`config.mk`:
```
export PLATFORM = sky130hd
export DESIGN_NAME = stage5_ex_mem_latch
export DESIGN_NICKNAME = d
export VERILOG_FILES = /design/src/rtl/rv32i_types_pkg.sv /design/src/rtl/stage5_pipe_pkg.sv /design/src/rtl/stage5_snoop_slot.sv /design/src/rtl/stage5_ex_mem_latch.sv
export SDC_FILE = /design/constraint.sdc
export NUM_CORES = 1
export LEC_CHECK = 0
export CAP_MARGIN = 0
export CELL_PAD_IN_SITES_DETAIL_PLACEMENT = 0
export CELL_PAD_IN_SITES_GLOBAL_PLACEMENT = 1
export CORE_MARGIN = 2
export CORE_UTILIZATION = 36
export DETAILED_ROUTE_END_ITERATION = 6
export PLACE_DENSITY = 0.89
export RECOVER_POWER = 100
export REMOVE_ABC_BUFFERS = 1
export SLEW_MARGIN = 40
export SYNTH_ARGS = -nofsm -noshare
export SYNTH_HDL_FRONTEND = slang
export SYNTH_SLANG_ARGS = --single-unit
export TNS_END_PERCENT = 5
```
`constraint.sdc`:
```
create_clock -name CLK -period 4.1 [get_ports CLK]
set_input_delay 0.41 -clock CLK [delete_from_list [all_inputs] [get_ports CLK]]
set_output_delay 0.41 -clock CLK [all_outputs]
set_load 0.05 [all_outputs]
```
`src/rtl/rv32i_types_pkg.sv`:
```
// Basic RV32I scalar types shared across the pipeline.
//   word_t : one 32-bit architectural register / data word.
package rv32i_types_pkg;

    localparam int XLEN = 32;

    typedef logic [XLEN-1:0] word_t;

endpackage

```
`src/rtl/stage5_pipe_pkg.sv`:
```
// Types and helpers for the EX->MEM pipeline register.
//   ex_mem_t    : one EX->MEM entry (indices, control flags, data, pc).
//   REG_ZERO    : x0 index; x0 is never a snoop source.
//   snoop_patch : returns the entry with store_data replaced by write-back
//                 data when the entry is a store whose rs2 matches the
//                 write-back destination.
package stage5_pipe_pkg;

    import rv32i_types_pkg::*;

    localparam logic [4:0] REG_ZERO = 5'd0;

    typedef struct packed {
        logic [4:0] rs1;
        logic [4:0] rs2;
        logic [4:0] rd;
        logic       reg_write;
        logic       store;
        logic       load;
        word_t      alu_result;
        word_t      store_data;
        word_t      pc;
    } ex_mem_t;

    function automatic ex_mem_t snoop_patch(
        input ex_mem_t    e,
        input logic       en,
        input logic       we,
        input logic [4:0] rd,
        input word_t      data
    );
        ex_mem_t r;
        r = e;
        if (en && e.store && (e.rs2 != REG_ZERO) && we && (rd == e.rs2)) begin
            r.store_data = data;
        end
        return r;
    endfunction

endpackage

```
`src/rtl/stage5_snoop_slot.sv`:
```
// One EX->MEM entry register with its valid bit. A held store patches its
// store_data from the write-back bus when rs2 matches; a slot being loaded
// this cycle takes the load data untouched.
// Ports:
//   CLK, RST             clock, synchronous active-high reset
//   valid_nxt            occupancy for the next cycle (from top)
//   load_en, load_entry  capture a new entry at this edge
//   reg_write_wb, rd_wb, rd_wb_data  write-back snoop bus
//   valid, entry         registered slot state
module stage5_snoop_slot
    import rv32i_types_pkg::*;
    import stage5_pipe_pkg::*;
#(
    parameter bit SNOOP_EN = 1'b1
) (
    input  logic       CLK,
    input  logic       RST,
    input  logic       valid_nxt,
    input  logic       load_en,
    input  ex_mem_t    load_entry,
    input  logic       reg_write_wb,
    input  logic [4:0] rd_wb,
    input  word_t      rd_wb_data,
    output logic       valid,
    output ex_mem_t    entry
);

    logic snoop_en;

    assign snoop_en = SNOOP_EN && valid && !load_en;

    always_ff @(posedge CLK) begin
        if (RST) begin
            valid <= 1'b0;
            entry <= '0;
        end else begin
            valid <= valid_nxt;
            if (load_en) begin
                entry <= load_entry;
            end else begin
                entry <= snoop_patch(entry, snoop_en, reg_write_wb, rd_wb, rd_wb_data);
            end
        end
    end

endmodule

```
`src/rtl/stage5_ex_mem_latch.sv`:
```
// EX->MEM pipeline register built as a two-slot skid buffer (HEAD, SKID).
// HEAD drives the memory stage and the memory-side forwarding outputs;
// ex_ready is registered so execute never sees a combinational path from
// mem_ready. Held stores are patched from write-back while they wait.
// Ports:
//   CLK, RST                       clock, synchronous active-high reset
//   ex_valid, ex_ready, ex_entry   execute-side handshake
//   flush                          squash both slots (and any offered entry)
//   mem_valid, mem_ready, mem_entry  memory-side handshake (HEAD)
//   rs1_m, rs2_m, rd_m, reg_write_m, store_m, rd_m_data  forwarding taps
//   reg_write_wb, rd_wb, rd_wb_data  write-back snoop bus
module stage5_ex_mem_latch
    import rv32i_types_pkg::*;
    import stage5_pipe_pkg::*;
#(
    parameter bit SNOOP_EN = 1'b1
) (
    input  logic       CLK,
    input  logic       RST,
    input  logic       ex_valid,
    output logic       ex_ready,
    input  ex_mem_t    ex_entry,
    input  logic       flush,
    output logic       mem_valid,
    input  logic       mem_ready,
    output ex_mem_t    mem_entry,
    output logic [4:0] rs1_m,
    output logic [4:0] rs2_m,
    output logic [4:0] rd_m,
    output logic       reg_write_m,
    output logic       store_m,
    output word_t      rd_m_data,
    input  logic       reg_write_wb,
    input  logic [4:0] rd_wb,
    input  word_t      rd_wb_data
);

    logic    head_valid, skid_valid;
    logic    head_nxt, skid_nxt;
    logic    head_load, skid_load, promote;
    logic    accept, pop;
    ex_mem_t head_entry, skid_entry;
    ex_mem_t skid_fwd, head_in;

    assign accept = ex_valid && ex_ready;
    assign pop    = head_valid && mem_ready;

    // SKID is never loaded while being promoted, so its patched view is
    // exactly what it would have held after this edge.
    assign skid_fwd = snoop_patch(skid_entry, SNOOP_EN && skid_valid,
                                  reg_write_wb, rd_wb, rd_wb_data);
    assign head_in  = promote ? skid_fwd : ex_entry;

    always_comb begin
        head_nxt  = head_valid;
        skid_nxt  = skid_valid;
        head_load = 1'b0;
        skid_load = 1'b0;
        promote   = 1'b0;
        if (flush) begin
            head_nxt = 1'b0;
            skid_nxt = 1'b0;
        end else if (!head_valid) begin
            if (accept) begin
                head_nxt  = 1'b1;
                head_load = 1'b1;
            end
        end else if (!skid_valid) begin
            if (accept && pop) begin
                head_load = 1'b1;
            end else if (accept) begin
                skid_nxt  = 1'b1;
                skid_load = 1'b1;
            end else if (pop) begin
                head_nxt = 1'b0;
            end
        end else if (pop) begin
            head_load = 1'b1;
            promote   = 1'b1;
            skid_nxt  = 1'b0;
        end
    end

    stage5_snoop_slot #(.SNOOP_EN(SNOOP_EN)) u_head (
        .CLK          (CLK),
        .RST          (RST),
        .valid_nxt    (head_nxt),
        .load_en      (head_load),
        .load_entry   (head_in),
        .reg_write_wb (reg_write_wb),
        .rd_wb        (rd_wb),
        .rd_wb_data   (rd_wb_data),
        .valid        (head_valid),
        .entry        (head_entry)
    );

    stage5_snoop_slot #(.SNOOP_EN(SNOOP_EN)) u_skid (
        .CLK          (CLK),
        .RST          (RST),
        .valid_nxt    (skid_nxt),
        .load_en      (skid_load),
        .load_entry   (ex_entry),
        .reg_write_wb (reg_write_wb),
        .rd_wb        (rd_wb),
        .rd_wb_data   (rd_wb_data),
        .valid        (skid_valid),
        .entry        (skid_entry)
    );

    always_ff @(posedge CLK) begin
        if (RST) begin
            ex_ready <= 1'b1;
        end else begin
            ex_ready <= !skid_nxt;
        end
    end

    assign mem_valid   = head_valid;
    assign mem_entry   = head_entry;
    assign rs1_m       = head_valid ? head_entry.rs1 : REG_ZERO;
    assign rs2_m       = head_valid ? head_entry.rs2 : REG_ZERO;
    assign rd_m        = head_valid ? head_entry.rd  : REG_ZERO;
    assign reg_write_m = head_valid && head_entry.reg_write;
    assign store_m     = head_valid && head_entry.store;
    assign rd_m_data   = head_entry.alu_result;

endmodule
```
Word level (Yosys, flattened, before mapping)
Cells that the tools add are included.
{"block": "totals", "regBits": 231, "out_inout_bits": 165, "inputBits": 157}
{"block": "classes", "n_reduce_logical": 27, "n_eq_ne": 2, "muxes": 30}
{"cell": "$mux 64", "count": 2}
{"cell": "$mux 114", "count": 1}
{"cell": "$mux 32", "count": 3}
{"cell": "$mux 1", "count": 21}
{"cell": "$logic_and 1x1->1", "count": 19}
{"cell": "$mux 5", "count": 3}
{"cell": "$eq 5x5->1", "count": 2}
{"cell": "$reduce_bool 5->1", "count": 2}
{"cell": "$reduce_bool 2->1", "count": 2}
{"cell": "$logic_not 1->1", "count": 3}
{"cell": "$reduce_or 2->1", "count": 1}

Longest topological paths before layout
Gate-level depths: netlist (run 1).
{"block": "depth", "depth_word": 14, "ltp_mapped": 7}

Hierarchy
From an unflattened synthesis (run 1), not the netlist that was laid out.
{"block": "hier_totals", "hier_cells": 1379, "area_unflattened_um2": 11915.2}
{"module": "stage5_snoop_slot", "n_inst": 2, "cells_each": 424, "seq_area_each_um2": 2302.2, "area_each_um2": 4629.4}
{"module": "stage5_ex_mem_latch", "n_inst": 1, "cells_each": 531, "seq_area_each_um2": 20.0, "area_each_um2": 2656.3}

Worst setup path before layout (run 1)
Ideal clock, no wire load.
{"block": "synth_path", "kind": "register to output", "start": "reg u_head.valid", "end": "out rd_m[0]", "stages_incl_launch_ff": 5, "path_slack_ns": 1.961, "required_ns": 3.690, "n_path_buf": 3, "t_arrival_ns": 1.729, "cell_sequence": "dfxtp_1 -> buf_4 -> clkbuf_1 -> clkbuf_1 -> and2_1"}
{"block": "synth_via", "elab_chain_len": 1}
{"item": "start, declared", "line_no": "stage5_snoop_slot.sv:24", "rtl": "output logic valid,"}
{"item": "start signal, assigned", "line_no": "stage5_snoop_slot.sv:37", "rtl": "valid <= valid_nxt;"}
{"item": "$mux 5", "line_no": "stage5_ex_mem_latch.sv:122", "rtl": "assign rd_m = head_valid ? head_entry.rd : REG_ZERO;"}
{"item": "end, declared", "line_no": "stage5_ex_mem_latch.sv:29", "rtl": "output logic [4:0] rd_m,"}
Every way passes these cells.

Worst setup path in the final report (run 1)
{"block": "layout_path", "start": "reg u_head.valid", "end": "reg u_skid.entry[105] (netlist bit)"}
{"block": "layout_via", "elab_chain_len": 6}
{"item": "$logic_and 1x1->1", "line_no": "stage5_ex_mem_latch.sv:46", "rtl": "assign pop = head_valid && mem_ready;"}
{"item": "$logic_and 1x1->1", "line_no": "stage5_ex_mem_latch.sv:69", "rtl": "if (accept && pop) begin"}
{"item": "$mux 1", "line_no": "stage5_ex_mem_latch.sv:69"}
{"item": "$mux 1", "line_no": "stage5_ex_mem_latch.sv:68", "rtl": "end else if (!skid_valid) begin"}
{"item": "$mux 1 (*)", "line_no": "stage5_ex_mem_latch.sv:63", "rtl": "end else if (!head_valid) begin"}
{"item": "$mux 1 (*)", "line_no": "stage5_ex_mem_latch.sv:60", "rtl": "if (flush) begin"}
{"item": "end signal, assigned", "line_no": "stage5_snoop_slot.sv:39", "rtl": "entry <= load_entry;"}
{"item": "end signal, assigned", "line_no": "stage5_snoop_slot.sv:41", "rtl": "entry <= snoop_patch(entry, snoop_en, reg_write_wb, rd_wb, rd_wb_data);"}
{"item": "end, declared", "line_no": "stage5_snoop_slot.sv:25", "rtl": "output ex_mem_t entry"}
Mark *: on every way between the ends. The rest lies on a longest branch, timed or not.
A chain may end at the register's enable or synchronous reset.

==> impl_metrics.yaml, run 1 <==
logic_synthesis:
  synthMuxAreaShare_pct: 3.20
  yosys.area_share.adder_pct: 0
  synthDistinctLibCells: 37
  synth_compound_area_share_pct: 21.6
  synth_top_family_by_area: "compound AO/OA/AOI/OAI gates"
  synth_seq_area_share_pct: 46.3
  netlist_top_cells_area: "dfxtp_1 (46%), nand2_1 (12%), a311oi_1 (7.2%)"
  synthXorXnorAreaFrac_pct: 0.788
  synth_ff_type: "dfxtp_1"
  synth_commonest_cells: "nand2_1 (332), dfxtp_1 (231), nor2_1 (115)"
  synthCells: 1255
  yosysTopAreaCell: "dfxtp_1"
  yosysWarningCount: 0
  synth-seq-cells: 231
  synth-edff-count: 0
  synth_top_area_share_pct: 46.3
  synthSimpleGateAreaFrac_pct: 18.8
  synthArstFlopShare_pct: 0
  synth_area_mm2: 0.0100
  yosysMostFrequentCell: "nand2_1"
  syn_avg_cell_area_um2: 7.97
cells_and_area:
  fillers: 2636
  final_util_pct: 51.0
  syn2layout_area_growth_pct: 40.6
  drive_gt1_share_pct: 5.14
  antenna_cells: 0
  finalNetCount: 1640
placement:
  gp_congestion: 0.786
  hpwl_um: 19500
  port_buffers: 321
clock_network:
  numCtsBuffers: 26
  cts_root_buf: "clkbuf_16"
  ctsResizeCount: 0
  ctsHoldBuffers: 0
  htreeDepth: 1
  clkLatencyLatePin_ns: 0.52
  clk_pin_slew_ns: 0.06
  cts_tree: "done"
  cts_sinks: 231
  cts_setup_buffers: 0
  clockBufferDepth: 3
die:
  fp.dieW_um: 171
  coreArea_mm2: 0.0276
  fp.dieH_um: 171
  start_util_pct: 36.3
  die_area_mm2: 0.0291
  core.rowCount: 61
  ios: 322
detailed_routing:
  first_pass_iters: 6
  drc_errors: 0
  wirelength_um: 30800
  vias_per_cell: 5.06
  drt-wirelength-per-cell_um: 16.4
  first_iter_violations: 749
  num_vias: 9495
  antenna_left: 0
timing:
  worst_pin_slew_ns: 1.14
  fin_skew_ns: 0.00906
  max_slew_margin_pct: 23.9
  tns_ns: 0
  max_freq_ghz: 0.338
  finalSetupViolCount: 0
  rsz0062_at_grt: "no"
  final_hold_viol_count: 0
  timing.final.crit_share_pct: 72.1
  drv_slew: 0
  period_minus_slack_ns: 2.96
power:
  powerDensity_mw_per_mm2: 406
  vdd_drop_max_mv: 0.219
  p_leak_nw: 5.53
critical_path:
  cp-start-kind: "flop"
  path_max_fanout: 67
  cp.arrival_ns: 3.34
  cp-end-kind: "flop"
  worstSetupPathType: "flop to flop"
  required_ns: 4.49
grt:
  grt_max_degree: 122
  grt_antenna_before_repair: 1
  overflow: 0
  grt_pass1_vias: 8877
  track_usage_pct: 20.2
  grt_pass1_wl_um: 47800
hold_path:
  hold_path.class: "input port to flop"
status:
  status: "completed"
flow_run:
  max-cap-violations: 0
-- worst max-delay path: stages, from the launching register on --
cell and delay (ns):
dfxtp_1 0.39, buf_4 0.31, nand3_1 0.19, or4_4 0.79, clkbuf_2 0.70, nand2_1 0.27
a21oi_1 0.09
-- per-layer routing --
metal / wire length [um] / share of wire, % / vias to the layer above / global-route usage [%]
met5: 13 / 0.042 / - / 0
met4: 561 / 1.8 / 2 / 4.68
met3: 3130 / 10 / 48 / 7.22
met2: 13800 / 45 / 330 / 32.9
met1: 13400 / 43 / 4417 / 25.7
li1: - / - / 4698 / -
-- final cells by class --
| class | instances | area, um2 | area share (%) |
|---|---|---|---|
| Sequential cell | 231 | 4620 | 32.9 |
| Multi-Input combinational cell | 820 | 4460 | 31.8 |
| Timing Repair Buffer | 338 | 3400 | 24.2 |
| Clock buffer | 39 | 771 | 5.48 |
| Tap cell | 378 | 473 | 3.37 |
| Inverter | 66 | 248 | 1.76 |
| Clock inverter | 5 | 75.1 | 0.534 |
-- cell families after synthesis --
logic type	Yosys count
xor gates and xnor gates	9
muxes	32
DFF	231
AOI/OAI and AO/OA	302
buffers and inverters	204
and+or+nand+nor	477
-- state kept, by name, indices dropped and copies added (netlist names) --
register      cells
ex_ready          1
u_head.entry    114
u_skid.valid      1
u_skid.entry    114
u_head.valid      1
-- cell usage in the layout (no fill, tap or decap), types with 2 or more instances in the layout --
master           count
nand2_1            332
clkbuf_1             8
a21oi_1            114
inv_1               65
clkinv_2             3
o21ai_1              2
dfxtp_1            231
a221oi_2            13
a211oi_4             2
clkdlybuf4s50_1    155
and2_1              17
a211oi_1            32
a311oi_1            82
o21ai_0             30
nand4_1              3
clkbuf_16           27
a221oi_1            20
xnor2_1              9
nor2_1             115
buf_12               3
bufinv_16            2
nand3_1              2
dlygate4sd3_1      165
buf_4               11
clkbuf_8             5
mux2i_1             32
-- report_power, final --
part / internal [mW] / leakage, nW / switching [mW]
Clock: 1.41 / 0.417 / 0.910
Sequential: 2.34 / 1.88 / 0.0608
Combinational: 0.362 / 3.23 / 0.626
-- path summary, 6_finish.rpt --
kind / from / end / slack [ns] / depth (start not counted)
max: u_head.valid / u_skid.entry[105] / 1.14 / 6
min: RST / u_skid.entry[61] / 0.21 / 2
max reg2reg: u_head.valid / u_skid.entry[105] / 1.14 / 6
min reg2reg: u_skid.entry[64] / u_skid.entry[64] / 0.45 / 2
-- metrics by stage --
stage,power (mW),hold WS (ns),worst slack [ns],cells,cell area (um2)
detailed placement,3.47,0.447,1.18,1832,13200
floorplan,3.00,0.431,-6.04,1117,9310
CTS,5.81,0.418,1.40,1876,14000
global route,5.93,0.205,0.906,1877,14100
finish,5.70,0.211,1.14,1877,14100
global placement,3.47,0.441,1.23,1832,13200
Power figures use the tool's default switching activity.
==> run 2, diff against run 1 <==
Settings changed: CORE_UTILIZATION 36 to 30, PLACE_DENSITY 0.89 to 0.79.
Clock period 4.1 ns to 2.6 ns, I/O delays scaled along.
==> impl_metrics.yaml, run 2 (synthesized netlist as in run 1, its figures left out) <==
timing:
  period_minus_slack_ns: 2.21
  finalSetupViolCount: 0
  max_slew_margin_pct: 17.9
  fin_skew_ns: 0.0188
  tns_ns: 0
  worst_pin_slew_ns: 1.23
  final_hold_viol_count: 0
  drv_slew: 0
  timing.final.crit_share_pct: 84.8
  whs_ns: 0.0772
  max_freq_ghz: 0.453
  rsz0062_at_grt: "no"
grt:
  track_usage_pct: 17.6
  grt_pass1_vias: 8978
  overflow: 0
  grt_pass1_wl_um: 50500
  grt_antenna_before_repair: 1
  grt_max_degree: 127
cells_and_area:
  multi_input_area_mm2: 0.00444
  fillers: 3250
  top_regs: "u_head.entry: 114 flops, u_skid.entry: 114 flops"
  instances_no_fill: 1959
  finalNetCount: 1653
  stdcell_area_mm2: 0.0145
  final_cell_mix: "nand2_1 (332), dfxtp_1 (231), clkdlybuf4s50_1 (155)"
  seq_area_mm2: 0.00462
  drive_gt1_share_pct: 6.99
  final_common_cell: "nand2_1"
  syn2layout_area_growth_pct: 44.6
clock_network:
  clkLatencyLatePin_ns: 0.54
  cts_root_buf: "clkbuf_16"
  numCtsBuffers: 27
  htreeDepth: 1
  cts_setup_buffers: 0
  ctsResizeCount: 0
  cts_sinks: 231
  ctsHoldBuffers: 0
  cts_tree: "done"
  clk_pin_slew_ns: 0.06
  clockBufferDepth: 3
power:
  powerDensity_mw_per_mm2: 630
  total_power_mw: 9.11
  vdd_drop_max_mv: 0.492
  p_leak_nw: 5.61
status:
  status: "completed"
detailed_routing:
  num_vias: 9516
  antenna_left: 0
  wirelength_um: 32200
  first_pass_iters: 4
  drc_errors: 0
  drt-wirelength-per-cell_um: 16.4
  vias_per_cell: 4.86
  first_iter_violations: 448
flow_run:
  max-cap-violations: 0
die:
  die_area_mm2: 0.0348
  ios: 322
  start_util_pct: 30.6
  fp.dieH_um: 187
  fp.dieW_um: 187
  core.rowCount: 66
  coreArea_mm2: 0.0327
placement:
  dp.cells: 1908
  port_buffers: 321
  gp_congestion: 0.816
  hpwl_um: 20300
  placed_area_mm2: 0.0136
critical_path:
  cp-start-kind: "flop"
  path_max_fanout: 32
  cp-end-kind: "flop"
  cp.arrival_ns: 2.62
  required_ns: 3.02
  r2r_cells: 6
  worstSetupPathType: "flop to flop"
hold_path:
  holdPathStages: 2
  hold_path.class: "input port to flop"
-- run 2: cell count changes in the layout (fill, tap and decap cells not counted), moves of 3 or more --
cell and change:
o21ai_1 +4, a221oi_1 +3, and2_0 +16, clkbuf_8 +3, buf_4 +7, buf_12 +22, o21ai_0 -4, and2_1 -16
dlygate4sd3_1 -18, a221oi_2 -3
-- run 2: layout make-up --
type | count | area share (%)
clock buffer | 42 | 5.62
antenna | 1 | 0.0173
multi-input combinational | 820 | 30.7
clock inverter | 7 | 0.467
sequential | 231 | 32.0
tap | 442 | 3.82
inverter | 66 | 1.71
timing repair buffer | 350 | 25.7
-- run 2: report_power, final --
group          switching (mW)  internal [mW]  total, mW
Sequential             0.0930           3.68       3.78
Combinational           0.999          0.594       1.59
Clock                    1.51           2.24       3.74
-- run 2: path summary, 6_finish.rpt --
| path | slack (ns) | from | endpoint |
|---|---|---|---|
| min reg2reg | 0.45 | u_skid.entry[66] | u_skid.entry[66] |
| max reg2reg | 0.39 | u_skid.valid | u_head.entry[45] |
| min | 0.08 | RST | u_skid.entry[77] |
| max | 0.39 | u_skid.valid | u_head.entry[45] |
-- run 2: stage by stage --
| stage | setup WS (ns) | utilization, % |
|---|---|---|
| 6_report | 0.394 | 44.2 |
| 5_1_grt | 0.218 | 44.2 |
| 4_1_cts | 0.457 | 44.4 |
| 3_5_place_dp | 0.260 | 41.7 |
| 3_3_place_gp | 0.308 | 41.7 |
| 2_1_floorplan | -7.54 | - |
-- run 2: critical path, stage by stage (launching register included) --
cell and delay, ns:
dfxtp_1 0.53, nand2_1 0.10, a221oi_1 0.50, buf_4 0.25, nor3_1 0.07, buf_4 0.26
a221oi_1 0.36
-- run 2: routing by layer --
layer	GRT usage, %	up-vias	share of wire (%)
met3	5.49	34	8.3
met1	23.2	4472	45
met2	28.5	275	45
met5	0	-	0
li1	-	4735	-
met4	3.82	0	1.8
==> run 3, diff against run 2 <==
Clock period 2.6 ns to 2 ns, I/O delays scaled along.
==> impl_metrics.yaml, run 3 (synthesized netlist as in run 1, its figures left out) <==
critical_path:
  cp_slowest_cell: "clkdlybuf4s50_1"
  crit_family: "buffers and inverters"
  required_ns: 1.80
  crit_path_cell_trace: "clkdlybuf4s50_1"
  cp-start-kind: "flop"
  path_max_fanout: 3
  worstSetupPathType: "flop to output pin"
  cp-end-kind: "output pin"
  cp.arrival_ns: 1.76
  r2r_start: "u_skid.entry[107]"
  slowest_delay_ns: 0.83
  path_buf_inv: 1
  worstSetupStartpoint: "u_head.entry[73]"
clock_network:
  htreeDepth: 1
  cts_root_buf: "clkbuf_16"
  numCtsBuffers: 27
  cts_sinks: 231
  clockBufferDepth: 3
  clk_pin_slew_ns: 0.06
  cts_setup_buffers: 0
  cts_tree: "done"
  clkLatencyLatePin_ns: 0.54
grt:
  grt_max_degree: 87
  grt_antenna_before_repair: 2
  overflow: 0
  grt_pass1_vias: 9070
  track_usage_pct: 18.0
  grt_pass1_wl_um: 51700
timing:
  final_hold_viol_count: 0
  finalSetupViolCount: 0
  drv_slew: 0
  final.setup.worst_slack_ns: 0.0370
  max_slew_margin_pct: 51.6
  worst_pin_slew_ns: 0.726
  period_minus_slack_ns: 1.96
  rsz0062_at_grt: "yes"
  max_freq_ghz: 0.509
  fin_skew_ns: 0.0136
  timing.final.crit_share_pct: 98.1
flow_run:
  max-cap-violations: 0
detailed_routing:
  antenna_left: 0
  first_iter_violations: 518
  first_pass_iters: 5
  drt-wirelength-per-cell_um: 16.5
  vias_per_cell: 4.84
  num_vias: 9605
  drc_errors: 0
  wirelength_um: 32800
die:
  fp.dieH_um: 187
  coreArea_mm2: 0.0327
  fp.dieW_um: 187
  ios: 322
  die_area_mm2: 0.0348
  start_util_pct: 30.6
  core.rowCount: 66
status:
  status: "completed"
power:
  powerDensity_mw_per_mm2: 847
  vdd_drop_max_mv: 0.521
  p_leak_nw: 5.49
hold_path:
  min-delay-start: "RST"
  hold_path.class: "input port to flop"
placement:
  place_worst_setup_slack_ns: -0.175
  port_buffers: 321
  gp_congestion: 0.790
  hpwl_um: 21800
cells_and_area:
  fillers: 3248
  finalNetCount: 1680
  final_util_pct: 45.2
  drive_gt1_share_pct: 9.20
  final_common_cell: "nand2_1"
  syn2layout_area_growth_pct: 47.7
  top_regs: "u_head.entry: 114 flops, u_skid.entry: 114 flops"
  final_cell_mix: "nand2_1 (332), clkdlybuf4s50_1 (268), dfxtp_1 (230)"
run 3: power by group:
group | switching [mW] | internal [mW]
registers | 0.130 | 4.79
clock network | 2.02 | 3.41
logic | 1.32 | 0.842
run 3: layout make-up:
class	count	area, um2	share of cell area, %
flip-flops and latches	231	4630	31.3
multi-input cells	820	4460	30.2
clock buffers	36	790	5.35
diodes	1	2.50	0.0169
well taps	442	553	3.74
inverters	66	248	1.68
clock inverters	13	205	1.39
repair buffers	377	3880	26.3
run 3: path summary, 6_finish.rpt:
kind	cells past startpoint	end	slack (ns)
min	2	u_skid.entry[2]	0.15
max reg2reg	6	u_skid.entry[43]	0.11
min reg2reg	2	u_skid.entry[92]	0.45
max	1	mem_entry[73]	0.04
run 3: repair_timing:
action,4_1_cts,5_1_grt
gates cloned,0,0
endpoints found under the setup margin,13,40
resized for setup,13,18
hold buffers,0,0
run 3: layer usage:
metal  routed length (um)  up-vias  global-route usage [%]  part of all wire [%]
li1                     -     4772                       -                     -
met1                14800     4466                    25.0                    45
met2                14800      325                    28.4                    45
met3                 2630       40                    4.21                   8.0
met4                  454        2                    3.75                   1.4
met5                   13        -                       0                 0.040
run 3: per-stage QoR:
stage | instance area, um2 | instances | hold slack (ns) | power [mW] | TNS [ns]
5_1_grt | 14800 | 1986 | 0.164 | 13.0 | -0.0110
6_report | 14800 | 1986 | 0.149 | 12.5 | 0
3_3_place_gp | 14000 | 1936 | 0.441 | 7.22 | -7.77
2_1_floorplan | 9310 | 1117 | 0.265 | 6.16 | -932.47
4_1_cts | 14900 | 1985 | 0.142 | 12.7 | 0
3_5_place_dp | 14000 | 1936 | 0.447 | 7.24 | -8.56
